### src/rtl/seg_pkg.sv
// Shared segment-pattern constants and per-digit field layout for the 7-seg decoder.
// Latency: n/a (definitions only).
// Backpressure: n/a.
package seg_pkg;

  localparam int DEFAULT_NUM_DIGITS = 4;

  // Active-low segment patterns on bits6:0 (g..a); a 0 bit lights that segment.
  localparam logic [6:0] SEG_0     = 7'h40;
  localparam logic [6:0] SEG_1     = 7'h79;
  localparam logic [6:0] SEG_2     = 7'h24;
  localparam logic [6:0] SEG_3     = 7'h30;
  localparam logic [6:0] SEG_4     = 7'h19;
  localparam logic [6:0] SEG_5     = 7'h12;
  localparam logic [6:0] SEG_6     = 7'h02;
  localparam logic [6:0] SEG_7     = 7'h78;
  localparam logic [6:0] SEG_8     = 7'h00;
  localparam logic [6:0] SEG_9     = 7'h10;
  localparam logic [6:0] SEG_BLANK = 7'h7F;

  // Committed state of one digit position.
  typedef struct packed {
    logic [3:0] bcd;
    logic       valid;
    logic       blank;
    logic       err;
    logic       dp;
  } digit_t;

endpackage

### src/rtl/seg7_to_bcd.sv
// Combinational lookup from an active-low 7-segment pattern to a BCD digit.
// Latency: 0 cycles (pure combinational).
// Backpressure: none.
module seg7_to_bcd
  import seg_pkg::*;
(
  input  logic [6:0] seg,
  output logic [3:0] bcd,
  output logic       legal,
  output logic       blank
);

  // Table lookup; anything outside the ten digits and the blank code is illegal.
  always_comb begin
    bcd   = 4'd0;
    legal = 1'b1;
    blank = 1'b0;
    case (seg)
      SEG_0:     bcd = 4'd0;
      SEG_1:     bcd = 4'd1;
      SEG_2:     bcd = 4'd2;
      SEG_3:     bcd = 4'd3;
      SEG_4:     bcd = 4'd4;
      SEG_5:     bcd = 4'd5;
      SEG_6:     bcd = 4'd6;
      SEG_7:     bcd = 4'd7;
      SEG_8:     bcd = 4'd8;
      SEG_9:     bcd = 4'd9;
      SEG_BLANK: begin
        legal = 1'b0;
        blank = 1'b1;
      end
      default:   legal = 1'b0;
    endcase
  end

endmodule

### src/rtl/seven_segment_decoder.sv
// Recovers BCD digits from a multiplexed 7-segment drive after a stability filter.
// Latency: STABLE_CYCLES+1 rising edges from a stable input change to committed outputs.
// Backpressure: none; the input is sampled every cycle and cannot be stalled.
module seven_segment_decoder
  import seg_pkg::*;
#(
  parameter int STABLE_CYCLES = 4,
  parameter int NUM_DIGITS    = DEFAULT_NUM_DIGITS
) (
  input  logic                    clk,
  input  logic                    reset,
  input  logic [7:0]              seven_segment_data,
  input  logic [NUM_DIGITS-1:0]   seven_segment_enable,
  output logic [4*NUM_DIGITS-1:0] bcd_digits,
  output logic [NUM_DIGITS-1:0]   digit_valid,
  output logic [NUM_DIGITS-1:0]   digit_blank,
  output logic [NUM_DIGITS-1:0]   pattern_error,
  output logic [NUM_DIGITS-1:0]   dp,
  output logic                    update
);

  localparam int         IDX_W  = (NUM_DIGITS > 1) ? $clog2(NUM_DIGITS) : 1;
  localparam logic [3:0] STABLE = 4'(STABLE_CYCLES);

  logic [7:0]            samp_dat_q;
  logic [NUM_DIGITS-1:0] samp_en_q;
  logic [3:0]            cnt_q, cnt_d;
  logic                  pend_q, pend_d;
  logic                  update_q, update_d;
  digit_t                dig_q [NUM_DIGITS];
  digit_t                dig_d [NUM_DIGITS];
  digit_t                nd;

  logic                  sel_vld;
  logic [IDX_W-1:0]      sel_idx;
  logic                  match;
  logic [3:0]            dec_bcd;
  logic                  dec_legal;
  logic                  dec_blank;

  // The decode always looks at the held sample, which is what gets committed.
  seg7_to_bcd u_lut (
    .seg   (samp_dat_q[6:0]),
    .bcd   (dec_bcd),
    .legal (dec_legal),
    .blank (dec_blank)
  );

  // Stability counter: reload to 1 on any change, saturate at STABLE. The
  // pending flag marks the single edge where the run first reaches STABLE,
  // so a long stable run commits exactly once.
  always_comb begin
    match = (seven_segment_data == samp_dat_q) && (seven_segment_enable == samp_en_q);
    if (!match) begin
      cnt_d = 4'd1;
    end else if (cnt_q == STABLE) begin
      cnt_d = STABLE;
    end else begin
      cnt_d = cnt_q + 4'd1;
    end
    pend_d = (cnt_d == STABLE) && (cnt_q != STABLE);
  end

  // A sample selects a digit only when exactly one enable bit is low.
  always_comb begin
    int n_low;
    n_low   = 0;
    sel_idx = '0;
    for (int i = 0; i < NUM_DIGITS; i++) begin
      if (!samp_en_q[i]) begin
        n_low   = n_low + 1;
        sel_idx = IDX_W'(i);
      end
    end
    sel_vld = (n_low == 1);
  end

  // Commit the held sample into the selected digit; flag update only on a real change.
  always_comb begin
    dig_d    = dig_q;
    update_d = 1'b0;
    nd       = '0;
    if (pend_q && sel_vld) begin
      nd    = dig_q[sel_idx];
      nd.dp = ~samp_dat_q[7];
      if (dec_legal) begin
        nd.bcd   = dec_bcd;
        nd.valid = 1'b1;
        nd.blank = 1'b0;
        nd.err   = 1'b0;
      end else if (dec_blank) begin
        nd.valid = 1'b0;
        nd.blank = 1'b1;
        nd.err   = 1'b0;
      end else begin
        nd.valid = 1'b0;
        nd.blank = 1'b0;
        nd.err   = 1'b1;
      end
      dig_d[sel_idx] = nd;
      update_d       = (nd != dig_q[sel_idx]);
    end
  end

  // All state: sample register, run counter, pending-commit flag, digit fields, update pulse.
  always_ff @(posedge clk or negedge reset) begin
    if (!reset) begin
      samp_dat_q <= '0;
      samp_en_q  <= '0;
      cnt_q      <= '0;
      pend_q     <= 1'b0;
      update_q   <= 1'b0;
      for (int i = 0; i < NUM_DIGITS; i++) begin
        dig_q[i] <= '0;
      end
    end else begin
      samp_dat_q <= seven_segment_data;
      samp_en_q  <= seven_segment_enable;
      cnt_q      <= cnt_d;
      pend_q     <= pend_d;
      update_q   <= update_d;
      dig_q      <= dig_d;
    end
  end

  for (genvar g = 0; g < NUM_DIGITS; g++) begin : g_out
    assign bcd_digits[4*g +: 4] = dig_q[g].bcd;
    assign digit_valid[g]       = dig_q[g].valid;
    assign digit_blank[g]       = dig_q[g].blank;
    assign pattern_error[g]     = dig_q[g].err;
    assign dp[g]                = dig_q[g].dp;
  end

  assign update = update_q;

endmodule

### config.mk
export PLATFORM = sky130hd
export DESIGN_NAME = seven_segment_decoder
export DESIGN_NICKNAME = d
export VERILOG_FILES = /design/src/rtl/seg_pkg.sv /design/src/rtl/seg7_to_bcd.sv /design/src/rtl/seven_segment_decoder.sv
export SDC_FILE = /design/constraint.sdc
export NUM_CORES = 1
export LEC_CHECK = 0
export BUFFER_PORTS_ARGS = -buffer_cell sky130_fd_sc_hd__buf_2
export CORE_MARGIN = 5
export CORE_UTILIZATION = 25
export DETAILED_ROUTE_END_ITERATION = 6
export MAX_ROUTING_LAYER = met4
export PLACE_DENSITY = 0.45
export SYNTH_ARGS = -nofsm -noshare
export SYNTH_HDL_FRONTEND = slang
export SYNTH_SLANG_ARGS = --single-unit
### constraint.sdc
create_clock -name clk -period 7.75 [get_ports clk]
set_input_delay 1.55 -clock clk [delete_from_list [all_inputs] [get_ports clk]]
set_output_delay 1.55 -clock clk [all_outputs]
set_load 0.03 [all_outputs]
### Yosys cells after proc, flatten, opt, wreduce, memory -nomap -nowiden

Index checks and enable logic that the tools add are counted.

| storage, ports and cells | value |
|---|---|
| register bits | 50 |
| bits of input ports | 14 |
| output and inout port bits | 33 |
| word-level logic and storage cells | 80 |

| cells by class | value |
|---|---|
| add/sub/neg operators | 4 |
| order comparisons | 2 |
| equal/unequal tests | 17 |
| mux-type cells | 24 |
| bitwise gates (word level) | 2 |
| reductions and logical operators | 6 |

Operators by type and width:

| cell | count |
|---|---|
| $add A32 B2 Y32 const B | 3 |
| $mux W32 | 3 |
| $pmux W4 S9 | 1 |
| $bwmux W32 | 1 |
| $eq A32 B2 Y1 const B | 1 |
| $eq A7 B7 Y1 const B | 4 |
| $mux W8 | 3 |
| $eq A7 B5 Y1 const B | 3 |
| $bmux W8 S2 | 1 |
| $demux W8 S2 | 1 |
| $mux W4 | 4 |
| $eq A7 B6 Y1 const B | 2 |
| $reduce_or A10 Y1 | 1 |
| $eq A4 B3 Y1 const B | 2 |
| $eq A8 B8 Y1 | 1 |
| $ne A8 B8 Y1 | 1 |
| $eq A7 B2 Y1 const B | 1 |
| $logic_not A7 Y1 | 1 |
| $mux W2 | 3 |
| $mux W3 | 2 |
| $mux W1 | 5 |
| $add A4 B1 Y4 const B | 1 |
| $eq A4 B4 Y1 | 1 |
| $logic_and A1 B1 Y1 | 4 |
| other kinds (5) | 5 |

### Logic depth before layout (Yosys ltp)

| logic depth | value |
|---|---|
| word-level depth | 12 |
| depth in mapped cells | 13 |

### Cells and area by module

Synthesis repeated with hierarchy kept, for this count alone.

| unflattened totals | value |
|---|---|
| cells, all modules | 259 |
| area, all modules | 2702.6 um^2 |

By module, submodules not included:

| module | instances | cells an instance | area an instance (um^2) | seq. area each (um^2) |
|---|---|---|---|---|
| seven_segment_decoder | 1 | 236 | 2548.7 | 1251.2 |
| seg7_to_bcd | 1 | 23 | 153.9 | 0.0 |

### Worst setup path after synthesis

Ideal clock, no wire load.

| path | value |
|---|---|
| path type | reg2reg |
| start point | register samp_en_q[1] |
| end point | register dig_q, in the netlist bcd_digits[14] |
| library setup time | 0.125 ns |
| arrival time | 2.553 ns |
| required time | 7.625 ns |
| path slack | 5.072 ns |
| cell stages (with the launch flop) | 12 |
| period minus slack after synthesis | 2.678 ns |
| cells stage by stage | dfrtp_1 > buf_2 > inv_1 > ha_1 > xnor2_1 > ha_1 > nor2b_1 > nor3_1 > and3b_1 > nand2_1 > clkbuf_1 > mux2_2 |

| on the way | value |
|---|---|
| word-level cells in the longest chain between the ends | 10 |

RTL lines:

| what | line | text |
|---|---|---|
| start: declaration | seven_segment_decoder.sv:26 | `logic [NUM_DIGITS-1:0] samp_en_q;` |
| start signal: assignment | seven_segment_decoder.sv:118 | `samp_en_q <= seven_segment_enable;` |
| parallel branches: the longest is 10 deep, another holds $add A32 B2 Y32 | -- |  |
| end signal: assignment | seven_segment_decoder.sv:122 | `dig_q <= dig_d;` |
| end: declaration | seven_segment_decoder.sv:30 | `digit_t dig_q [NUM_DIGITS];` |

Several ways; the timed one is not identified. The select of a mux whose other input is x is not followed.
A chain may end at the register's enable or synchronous reset.

### Final worst setup path

| path | value |
|---|---|
| start point | register samp_en_q[1] |
| end point | register dig_q, in the netlist bcd_digits[9] |

The elaborated chain is that of the path after synthesis.

==> results by stage <==
Routing:
- After detailed routing, the number of remaining DRC violations is 0.
- The total wirelength of the detailed-routed design is 6640 um.
- Dividing the detail-routed wire length by the instance count gives ~15 um.
- The residual antenna-violating net count after detailed routing is 0.
- Detailed routing inserted a total of 1,972 vias.
- Using the TritonRoute via totals, the vias-per-cell ratio works out to roughly 4.6.
- The first detailed-routing pass ran for 4 iterations.
- The DRC marker count from the first detailed-route iteration is 97.

Synth:
- Yosys attributes the largest share of cell area to dfrtp_1 (47%), mux2_2 (8.5%), xor2_1 (4.7%).
- The number of flops mapped to enable cells by yosys is 0.
- The part of the Yosys area used for sequential elements is between 40 and 50%.
- The cell area after synthesis is 2640 sq um.
- During synthesis, Yosys emitted a total of 0 warnings.
- The post-synthesis async set-or-reset flop share is 100%.
- The dominant synthesized flop cell is dfrtp_1.
- After synthesis the netlist holds a flip-flop and latch count of 50.
- After synthesis, the netlist uses between 40 and 50 different library cells.
- The post-synthesis cell count is 253.
- The fraction of synthesized cell area taken by the top area cell type is 47.5%.
- The number of nets handed over by synthesis was 272.
- dfrtp_1 takes more of the synthesized area than any other cell.
- The mean instance size in the synthesized netlist is 10.4 sq um.

Power:
- Total power for the finished layout comes to between 0.4 and 0.5 mW.
- The power density of the placed cells is 152 nW/um^2.
- The highest ir drop seen on vdd is 0.0613 mV.
- Internal power comes to 0.342 mW.
- In this run, the clock network consumes 33.2% of the power.
- The combinational cell fraction of total power is 7.8%.
- Sequential cells burn 59.0% of the power.
- The switching power is approximately 0.12 mW.
- The static power due to leakage is between 1 and 1.5 nW.
- The proportion of total power due to net switching is 26.5%.

Global route:
- The number of global-route vias before repair was 2,016.
- Entering global routing, the biggest net connects 51 pins.
- Global routing used 11.3% of the available tracks across all layers.
- The number of antenna violations at the first check in global routing is 0.
- The global-route wire length before repair is 11,100 um.
- Summed over all layers, the global routing overflow is 0.

Worst setup path:
- The worst path required time is a little under 8 ns.
- The worst setup path is captured at a flop.
- Of all nets on the critical path, the largest fanout is 13.
- Broken down by cell family, the worst path's largest delay share belongs to simple AND/OR/NAND/NOR gates.
- The slowest stage of the critical path belongs to the cell dfrtp_1.
- The element type at the critical path start is a flop.
- STA puts the critical path data arrival time at ~3.3 ns.
- The number of buffers and inverters on the critical path is 1.
- On the worst path, the slowest cell contributes a delay of 0.78 ns.
- The setup path with the least slack is of type reg2reg.
- The critical path goes through inv_1, ha_1, xnor2_1, ha_1, nor2b_1, nor3_1, and3b_1, nand3b_1, mux2_1.
- The cell with the most instances on the worst path is ha_1.

Place:
- The count of port buffers added during placement is 46.
- Prior to clock tree synthesis, the placed netlist has a worst setup slack of 4.58 ns.
- The final estimated routing congestion in global placement is between 0.7 and 0.8.
- The wire-length estimate of the detail-placed layout is approximately 4800 um.

Die:
- The overall die area is 12,700 sq um.
- The die is 113 um wide.
- The initial utilization of the core area, before any placement, comes to between 20% and 30%.
- Measured along the y axis, the die boundary spans 113 um.
- The area inside the core boundary is 10,300 sq um.
- Row generation in the floorplan step produced 37 rows.
- 47 I/O pins were placed.

Final layout:
- The share of post-route cells with drive strength above 1 is a little over a quarter.
- The footprint of the flip-flops and latches is 1250 sq um.
- The repair_antennas step left the layout with diodes totalling 0.
- The number of nets in the finished design is 313.
- The layout-stage area growth over the synthesis result is 16.2%.
- The number of inserted filler cells in the final layout is 1,064.
- The area of the multi-input gates is 1270 sq um.

STA:
- Adding up every negative setup slack in the final design gives 0 ns.
- For the finished layout, the period the worst path requires is between 3 and 4 ns.
- In this run the tightest slew margin relative to its limit is 30.9%.
- Setup repair after global routing left no endpoint under its margin.
- The upper clock frequency limit is 320 MHz.
- For the final database, setup skew stands at approximately 0.013 ns.
- The total count of max-transition violations in the final report came to 0.
- The number of endpoints with negative hold slack in the final report is 0.
- Setup violations remaining at the end of the flow were counted as 0.
- Setup slack on the critical path of the routed design comes to 4.63 ns.
- Of the available clock period, the critical path in the final layout requires 40.3%.
- The pin slew with the least headroom to its limit is about 1.0 ns.

Run status:
- The run finished with clean final reports.

Clock tree:
- The clock transition at the registers of the reported paths is 0.10 ns.
- The clock sink count is 50.
- The total setup buffers inserted after CTS is 0.
- The clock tree from TritonCTS is yes.
- After clock tree synthesis, the flow added hold-fix buffers numbering 0.
- The number of H-tree branching levels is 2.
- The number of clock buffers added by TritonCTS is 5.
- The buffer cell driving the clock tree root is clkbuf_8.
- The number of instances resized during post-cts repair is 0.
- The source-to-sink clock delay at the later pin of the worst-skew pair is 0.31 ns.
- The maximum buffer depth of the clock tree is 2.

Flow run:
- Max-cap violations in this run came to 0.

Worst hold path:
- The type of the most critical hold path is reg2reg.
-- sequential cells by signal, summed over array words and instances (netlist names) --
register       count
samp_dat_q         8
samp_en_q          4
update             1
cnt_q              4
digit_blank        4
pattern_error      4
digit_valid        4
pend_q             1
bcd_digits        16
dp                 4
-- synth_stat cells (7+ instances only) --
cell     count
nor3_1       9
a21oi_1     14
buf_2        8
o21ai_0     10
dfrtp_1     50
nand3_1      7
xor2_1      14
inv_1       11
o21ai_1     11
nor2_1      13
nand2_1     19
mux2i_1      9
mux2_2      20
-- stage by stage --
step                      instance area, sq um  instances  hold slack, ns  utilization, %
after detailed placement                  2980        423           0.503            28.8
after global placement                    2980        423           0.516            28.8
final                                     3060        431           0.520            29.7
after floorplan                           2640        253           0.528               -
after CTS                                 3060        431           0.526            29.7
after global routing                      3060        431           0.564            29.7
-- final timing paths --
kind	slack [ns]	to	depth (start not counted)	from
min in group asynchronous	1.35	update$_DFF_PN0_	2	reset
max	4.63	bcd_digits[9]$_DFFE_PN0P_	9	samp_en_q[1]$_DFF_PN0_
min	0.52	digit_blank[1]$_DFFE_PN0P_	1	digit_blank[1]$_DFFE_PN0P_
min reg2reg	0.52	digit_blank[1]$_DFFE_PN0P_	1	digit_blank[1]$_DFFE_PN0P_
max in group asynchronous	5.96	samp_en_q[1]$_DFF_PN0_	2	reset
max reg2reg	4.63	bcd_digits[9]$_DFFE_PN0P_	9	samp_en_q[1]$_DFF_PN0_
-- power by group through the flow --
| stage | clock network [mW] | logic [mW] | registers, mW |
|---|---|---|---|
| 2_1_floorplan | 0 | 0.0296 | 0.271 |
| 3_3_place_gp | 0 | 0.0369 | 0.280 |
| 3_5_place_dp | 0 | 0.0372 | 0.280 |
| 4_1_cts | 0.159 | 0.0373 | 0.275 |
| 5_1_grt | 0.171 | 0.0419 | 0.276 |
| 6_report | 0.155 | 0.0362 | 0.274 |
-- cell families after synthesis --
group / share of synthesized area (%)
xor gates and xnor gates: 5.65
and+or+nand+nor: 14.4
muxes: 13.7
AOI/OAI and AO/OA: 12.2
buffers and inverters: 4.23
adders and majority gates: 2.37
DFF: 47.5
-- routing by layer --
layer,part of all wire (%),track usage [%]
met3,4.0,2.75
met5,0,-
met1,51,16.0
met2,44,16.4
met4,0.92,2.64
-- area by class of cell --
type | count | area share, %
Clock buffer | 6 | 2.37
Timing Repair Buffer | 47 | 7.76
Inverter | 12 | 1.47
Sequential cell | 50 | 40.8
Tap cell | 136 | 5.56
Multi-Input combinational cell | 178 | 41.5
Clock inverter | 2 | 0.449
-- worst reg2reg max path: stages (launching register included) --
cell	delay [ns]
dfrtp_1	0.78
inv_1	0.12
ha_1	0.35
xnor2_1	0.26
ha_1	0.19
nor2b_1	0.15
nor3_1	0.06
and3b_1	0.28
nand3b_1	0.37
mux2_1	0.45
-- cell usage in the layout (no fill, tap or decap), types with 5 or more instances in the layout --
master    count
mux2_2       20
clkbuf_8      5
inv_1        11
xor2_1       14
nand2_1      19
o21ai_1      11
nor4_1        5
mux2i_1       9
o21ai_0      10
ha_1          5
nand3_1       7
buf_2        46
nor2_1       13
a21oi_1      14
dfrtp_1      50
nor3_1        9
Note: power is estimated with default switching activity, not from simulation.
